**config.mk**
```make
export PLATFORM = sky130hd
export DESIGN_NAME = pattern_det_ctrl
export DESIGN_NICKNAME = d
export VERILOG_FILES = /design/src/rtl/pattern_det_ctrl.sv
export SDC_FILE = /design/constraint.sdc
export NUM_CORES = 1
export LEC_CHECK = 0
export BUFFER_PORTS_ARGS = -buffer_cell sky130_fd_sc_hd__buf_2
export CAP_MARGIN = 20
export CORE_MARGIN = 4
export CORE_UTILIZATION = 60
export DETAILED_ROUTE_END_ITERATION = 7
export GPL_TIMING_DRIVEN = 0
export PLACE_DENSITY = 0.84
export SETUP_SLACK_MARGIN = 0.5
export SLEW_MARGIN = 10
export SYNTH_ARGS = -nofsm -noshare
export SYNTH_HDL_FRONTEND = slang
export SYNTH_SLANG_ARGS = --single-unit
```
**constraint.sdc**
```tcl
create_clock -name clk -period 5.1 [get_ports clk]
set_input_delay 1.02 -clock clk [delete_from_list [all_inputs] [get_ports clk]]
set_output_delay 1.02 -clock clk [all_outputs]
set_load 0.05 [all_outputs]
```
**src/rtl/pattern_det_ctrl.sv**
```systemverilog
// Serial pattern detector: matches a programmable 1..PMAX bit pattern against a
// bit stream, counts matches and stops on an optional target count.
module pattern_det_ctrl #(
  parameter int PMAX = 8,
  parameter int CW   = 8
) (
  input  logic            clk,
  input  logic            clr,
  input  logic            cfg_we,
  input  logic [PMAX-1:0] cfg_pattern,
  input  logic [3:0]      cfg_len,
  input  logic            cfg_overlap,
  input  logic [CW-1:0]   cfg_target,
  input  logic            start,
  input  logic            stop,
  input  logic            in,
  input  logic            in_valid,
  output logic            out,
  output logic            busy,
  output logic            done,
  output logic [CW-1:0]   match_cnt,
  output logic            err
);

  typedef enum logic [1:0] {
    IDLE  = 2'd0,
    ARMED = 2'd1,
    RUN   = 2'd2,
    DONE  = 2'd3
  } state_t;

  localparam logic [3:0]      PMAX_L      = 4'(PMAX);
  localparam logic [PMAX-1:0] DEF_PATTERN = PMAX'(3'b101);

  state_t          state_r;
  logic [PMAX-1:0] pattern_r;
  logic [PMAX-1:0] hist_r;
  logic [3:0]      len_r;
  logic [3:0]      fill_r;
  logic            overlap_r;
  logic [CW-1:0]   target_r;
  logic [CW-1:0]   match_cnt_r;
  logic            out_r;
  logic            busy_r;
  logic            done_r;
  logic            err_r;

  logic            cfg_legal_s;
  logic            accept_s;
  logic [PMAX-1:0] hist_nxt_s;
  logic [3:0]      fill_inc_s;
  logic [PMAX-1:0] mask_s;
  logic            match_s;
  logic [CW-1:0]   cnt_inc_s;
  logic            hit_target_s;

  // Low 'len' bits set; selects the live part of pattern and history.
  function automatic logic [PMAX-1:0] len_mask(input logic [3:0] len);
    logic [PMAX-1:0] m;
    m = {PMAX{1'b0}};
    for (int i = 0; i < PMAX; i++) begin
      m[i] = (i < int'(len));
    end
    return m;
  endfunction

  // Match is judged on the history as it will be after the bit is accepted.
  always_comb begin
    cfg_legal_s  = (cfg_len != 4'd0) && (cfg_len <= PMAX_L);
    accept_s     = ((state_r == ARMED) || (state_r == RUN)) && in_valid;
    hist_nxt_s   = {hist_r[PMAX-2:0], in};
    fill_inc_s   = (fill_r >= PMAX_L) ? fill_r : fill_r + 4'd1;
    mask_s       = len_mask(len_r);
    match_s      = accept_s && (fill_inc_s >= len_r) &&
                   ((hist_nxt_s & mask_s) == (pattern_r & mask_s));
    cnt_inc_s    = (&match_cnt_r) ? match_cnt_r : match_cnt_r + {{(CW-1){1'b0}}, 1'b1};
    hit_target_s = match_s && (target_r != {CW{1'b0}}) && (cnt_inc_s == target_r);
  end

  // Control FSM, configuration, history and registered outputs.
  always_ff @(posedge clk or posedge clr) begin
    if (clr) begin
      state_r     <= IDLE;
      pattern_r   <= DEF_PATTERN;
      len_r       <= 4'd3;
      overlap_r   <= 1'b1;
      target_r    <= {CW{1'b0}};
      hist_r      <= {PMAX{1'b0}};
      fill_r      <= 4'd0;
      match_cnt_r <= {CW{1'b0}};
      out_r       <= 1'b0;
      busy_r      <= 1'b0;
      done_r      <= 1'b0;
      err_r       <= 1'b0;
    end else begin
      out_r <= match_s;
      err_r <= cfg_we && !((state_r == IDLE) && cfg_legal_s);
      if ((state_r == IDLE) && cfg_we && cfg_legal_s) begin
        pattern_r <= cfg_pattern;
        len_r     <= cfg_len;
        overlap_r <= cfg_overlap;
        target_r  <= cfg_target;
      end
      if (match_s) begin
        match_cnt_r <= cnt_inc_s;
      end
      case (state_r)
        IDLE, DONE: begin
          // stop outranks start; stop itself has no effect here
          if (start && !stop) begin
            match_cnt_r <= {CW{1'b0}};
            hist_r      <= {PMAX{1'b0}};
            fill_r      <= 4'd0;
            state_r     <= ARMED;
            busy_r      <= 1'b1;
            done_r      <= 1'b0;
          end
        end
        ARMED, RUN: begin
          if (accept_s) begin
            hist_r <= hist_nxt_s;
            fill_r <= (match_s && !overlap_r) ? 4'd0 : fill_inc_s;
          end
          if (stop) begin
            state_r <= IDLE;
            busy_r  <= 1'b0;
          end else if (hit_target_s) begin
            state_r <= DONE;
            busy_r  <= 1'b0;
            done_r  <= 1'b1;
          end else if (match_s && !overlap_r) begin
            state_r <= ARMED;
          end else if (accept_s && (fill_inc_s >= len_r)) begin
            state_r <= RUN;
          end
        end
        default: begin
          state_r <= IDLE;
          busy_r  <= 1'b0;
          done_r  <= 1'b0;
        end
      endcase
    end
  end

  assign out       = out_r;
  assign busy      = busy_r;
  assign done      = done_r;
  assign match_cnt = match_cnt_r;
  assign err       = err_r;

endmodule

```
After elaboration in Yosys (flattened, before gate mapping)
Index checks and enable logic that the tools add are counted.
{ "classes": {"n_lt_le_gt_ge": 11, "n_bitwise": 2, "n_mux": 26, "add_sub_neg": 2, "n_eq_ne": 11, "n_reduce_logical": 26} }
{ "op_table": {"columns": ["operator", "count"], "rows": [
  ["two-way mux 8 bit", 4],
  ["bitwise AND 8 bit", 2],
  ["equality test 8 bit", 2],
  ["< comparator 3 x 4 -> 1 bit, first input constant", 4],
  ["two-way mux 4 bit", 4],
  ["two-way mux 7 bit", 2],
  ["one-hot mux 7 bit (2 select lines)", 1],
  ["logical AND 1 bit", 12],
  ["two-way mux 2 bit", 5],
  ["adder 8 x 1 -> 8 bit, second input constant", 1],
  ["< comparator 1 x 4 -> 1 bit, first input constant", 2],
  ["< comparator 2 x 4 -> 1 bit, first input constant", 2],
  ["!= test 2 bit, second input constant", 4],
  ["one-hot mux 4 bit (2 select lines)", 1],
  ["AND reduction 8 bit", 1],
  ["nonzero test 8 bit", 1],
  ["two-way mux 1 bit", 6],
  ["AND reduction 2 bit", 3],
  ["!= test 5 bit, second input constant", 1],
  ["adder 4 x 1 -> 4 bit, second input constant", 1],
  ["equality test 2 bit, second input constant", 2],
  ["greater-or-equal comparator 4 bit", 1],
  ["greater-or-equal comparator 4 bit, second input constant", 1],
  ["less-or-equal comparator 4 bit, second input constant", 1],
  ["10 further kinds", 14]
]} }
{ "word_totals": {"word_cells": 90, "reg_bits": 46} }

Logic depth before layout (Yosys ltp)
{ "logic_depth": {"ltp_word": 10, "depth_mapped": 10} }

Worst setup path before layout
OpenSTA, ideal clock, no wires.
{ "synth_path": {"path_kind": "register -> register", "startpoint": "register match_cnt_r[0], in the netlist match_cnt[0]", "endpoint": "register busy_r, in the netlist busy", "path_stages_with_launch": 10, "arrival_time_ns": 2.863, "slack_ns": 2.111, "cell_sequence": "dfrtp_1 -> ha_1 -> and4_1 -> buf_6 -> and4_1 -> nor3_1 -> o2111ai_1 -> or4_1 -> or3_4 -> a221o_1"} }
{ "synth_via": {"elab_chain_cells": 6} }
{ "synth_rtl": {"columns": ["item", "line_no", "text"], "rows": [
  ["start, declared", "42", "logic [CW-1:0] match_cnt_r;"],
  ["start signal, assigned", "90", "match_cnt_r <= {CW{1'b0}};"],
  ["start signal, assigned", "105", "match_cnt_r <= cnt_inc_s;"],
  ["start signal, assigned", "111", "match_cnt_r <= {CW{1'b0}};"],
  ["adder 8 x 1 -> 8 bit or AND reduction 8 bit (tied branches)", "76", "cnt_inc_s = (&match_cnt_r) ? match_cnt_r : match_cnt_r + {{(CW-1){1'b0}}, 1'b1};"],
  ["two-way mux 8 bit *", "76", null],
  ["equality test 8 bit *", "77", "hit_target_s = match_s && (target_r != {CW{1'b0}}) && (cnt_inc_s == target_r);"],
  ["logical AND 1 bit *", "77", null],
  ["!= test 3 bit (no source line) *", null, null],
  ["AND reduction 2 bit (no source line) *", null, null],
  ["end signal, assigned", "92", "busy_r <= 1'b0;"],
  ["end signal, assigned", "115", "busy_r <= 1'b1;"],
  ["end signal, assigned", "126", "busy_r <= 1'b0;"],
  ["end, declared", "44", "logic busy_r;"]
]} }
Mark *: on every way between the ends. The rest lies on a longest branch, timed or not.
A chain may end at the register's enable or synchronous reset.

Final worst setup path
Ends and elaborated chain as after synthesis.

==> impl_metrics.py <==
metrics = {
    "global_routing": {
        "grt_pass1_wl_mm": 9.06,
        "use_met1_pct": 29.8,
        "globalRouteMet3Util_pct": 3.31,
        "antenna_found_initial": 0,
        "grt_use_met2_pct": 35.6,
        "grt.overflow.total": 0,
        "grt_max_degree": 35,
        "first_global_vias": 1979,
        "track_usage_pct": 22.0,
        "grt-busiest-layer": "met2",
    },
    "worst_setup_path": {
        "r2r_end": "busy$_DFFE_PP0P_",
        "rr_worst_depth": 9,
        "worstPathRequired_ns": 5.28,
        "start_kind": "register",
        "critPathMaxFanout": 7,
        "regToRegStartpoint": "match_cnt[0]$_DFF_PP0_",
        "critPathCaptureType": "register",
        "rrSetupSlack_ns": 2.15,
        "critPathKind": "register to register",
        "arrival_ns": 3.14,
    },
    "detailed_routing": {
        "viasPerCell": 5.88,
        "vias": 2004,
        "wl_per_cell_microns": 15.6,
        "detail-route-antenna-nets": 0,
        "drtIter0Drc": 144,
        "firstDrtPassIters": 5,
        "routed_wl_mm": 5.33,
        "drc": 0,
    },
    "timing": {
        "slew_headroom_pct": 53.7,
        "fin_skew_ns": 0.00359,
        "fin_ws_ns": 2.15,
        "tns_ns": 0,
        "layout_min_cycle_time_ns": 2.95,
        "maxSlewViolCount": 0,
        "grt_setup_unrepaired": "no",
        "final-setup-viol-count": 0,
        "clock.fmax_mhz": 339,
        "timing.final.crit_share_pct": 57.9,
        "finalHoldViolCount": 0,
        "tightestPinTransition_ns": 0.689,
    },
    "finish": {
        "antenna_cells": 0,
        "design_area_sq_um": 2900,
        "drive_gt1_share_pct": 28.5,
        "area_growth_pct": 15.4,
        "nFillCells": 299,
        "nNetsFinal": 326,
    },
    "run_status": {
        "outcome": "finished clean",
    },
    "worst_hold_path": {
        "min_to": "pattern_r[1]$_DFFE_PP0P_",
        "min_from": "pattern_r[1]$_DFFE_PP0P_",
        "hp-class": "register to register",
        "whs_path_depth": 1,
    },
    "pwr": {
        "ir_drop_mv": 0.316,
        "p_per_area_nw_per_um2": 516,
        "p_leak_nw": 1.34,
    },
    "clock_tree": {
        "cts_tree": "built",
        "clk_path_buf_depth": 2,
        "h-tree-depth": 2,
        "cts_made_buffers": 5,
        "postCtsHoldBufs": 0,
        "cts.clk_slew.worst_paths_ns": 0.09,
        "clk_latency_ns": 0.30,
        "root_buffer": "clkbuf_8",
        "post-cts-setup-buffers": 0,
        "clock_sinks": 46,
        "cts_resized": 0,
    },
    "synthesis": {
        "yosys-top-cells-area": "dfrtp_1 41%, mux2_2 9.9%, dfstp_2 5.2%, xnor2_1 4.2%, ha_1 4.0%",
        "synth_area_sq_um": 2510,
        "synth_area_per_cell_sq_um": 10.3,
        "synth_warnings": 0,
        "synthMostInstantiatedCell": "dfrtp_1",
        "ys_seq_area_share_pct": 46.0,
        "synth_top_area_share_pct": 40.8,
        "syn-num-nets": 279,
        "synth_edf_count": 0,
        "ys_ff_latch": 46,
        "ys_types": 49,
        "async_flop_share_pct": 100,
        "synthCells": 243,
        "synth_flop_cell": "dfrtp_1",
        "synth_area_leader_cell": "dfrtp_1",
        "ys_top_cells_by_count": "41 x dfrtp_1, 26 x nand2_1, 22 x mux2_2",
    },
    "place": {
        "place_ws_ns": 2.16,
        "io_buffers": 39,
        "place.gp.congestion": 0.857,
        "dp_hpwl_mm": 4.03,
        "place_area_sq_um": 2790,
    },
    "die": {
        "ios": 40,
        "start_util_pct": 62.4,
        "core_area_sq_um": 4030,
        "die_h_microns": 72.7,
        "fp-row-count": 23,
        "die-area_sq_um": 5290,
        "fp.dieW_microns": 72.7,
    },
    "run": {
        "drv_cap": 0,
    },
}
## worst max-delay path by stage
stage | from | end | slack, ns
3_3_place_gp | match_cnt[0]$_DFF_PP0_ | busy$_DFFE_PP0P_ | 2.20
2_1_floorplan | match_cnt[0]$_DFF_PP0_ | busy$_DFFE_PP0P_ | 2.11
4_1_cts | match_cnt[0]$_DFF_PP0_ | busy$_DFFE_PP0P_ | 2.14
5_1_grt | match_cnt[0]$_DFF_PP0_ | busy$_DFFE_PP0P_ | 1.96
3_5_place_dp | match_cnt[0]$_DFF_PP0_ | busy$_DFFE_PP0P_ | 2.16
6_report | match_cnt[0]$_DFF_PP0_ | busy$_DFFE_PP0P_ | 2.15
## cells by family (layout without fill, tap and decap cells)
logic type | Yosys count | in the layout | share of synthesized area (%)
simple gates | 70 | 70 | 13.9
mux | 29 | 29 | 12.6
compound gates | 50 | 50 | 13.1
xor+xnor | 19 | 19 | 6.62
buf+inv | 21 | 69 | 3.73
flops | 46 | 46 | 46.0
fa+ha+maj | 8 | 8 | 3.98
## sequential cells by signal (all words and copies together) (netlist names), 2 cells and up
| name | count |
|---|---|
| match_cnt | 8 |
| pattern_r | 8 |
| target_r | 8 |
| hist_r | 7 |
| fill_r | 4 |
| len_r | 4 |
| state_r | 2 |
## area by class of cell
class,instances,area (sq um),share of cell area [%]
multi-input combinational,176,1260,43.5
sequential,46,1160,39.9
timing repair buffer,40,215,7.41
clock buffer,6,72.6,2.50
tap,50,62.6,2.16
inverter,13,48.8,1.68
buffer,8,45.0,1.55
clock inverter,2,37.5,1.29
## layer usage
layer,vias to the layer above,routed length (microns)
li1,960,-
met5,-,0
met3,10,262
met2,56,2590
met1,978,2390
met4,0,80
## through the flow
step | instances | hold WS (ns) | total power [W] | utilization (%)
floorplan | 243 | 0.490 | 0.00108 | -
global placement | 332 | 0.508 | 0.00120 | 68.8
detailed placement | 333 | 0.517 | 0.00123 | 69.3
CTS | 341 | 0.537 | 0.00150 | 72.0
global route | 341 | 0.559 | 0.00161 | 72.0
finish | 341 | 0.534 | 0.00150 | 72.0
## critical path, stage by stage (launching register included)
cell,delay (ns)
dfrtp_1,0.45
ha_1,0.29
and4_1,0.23
buf_6,0.14
and4_1,0.18
nor3_1,0.19
o2111ai_1,0.13
or4_1,0.55
or3_4,0.37
a221o_1,0.31
## report_power, final
part | total [W] | switching, W | leakage [nW] | internal (W)
Clock | 0.000270 | 0.000124 | 0.0514 | 0.000146
Sequential | 0.000652 | 0.000137 | 0.578 | 0.000515
Combinational | 0.000576 | 0.000296 | 0.711 | 0.000280
## layout by cell type, fill, tap and decap left out, types with 9 or more instances in the layout
cell	synthesis	layout
dfrtp_1	41	41
buf_2	0	39
nand2_1	26	26
mux2_2	22	22
o21ai_0	12	12
xnor2_1	12	12
inv_1	13	12
nor2_1	10	10
nor3_1	9	9
a21oi_1	9	9
(Power assumes the default switching activity.)
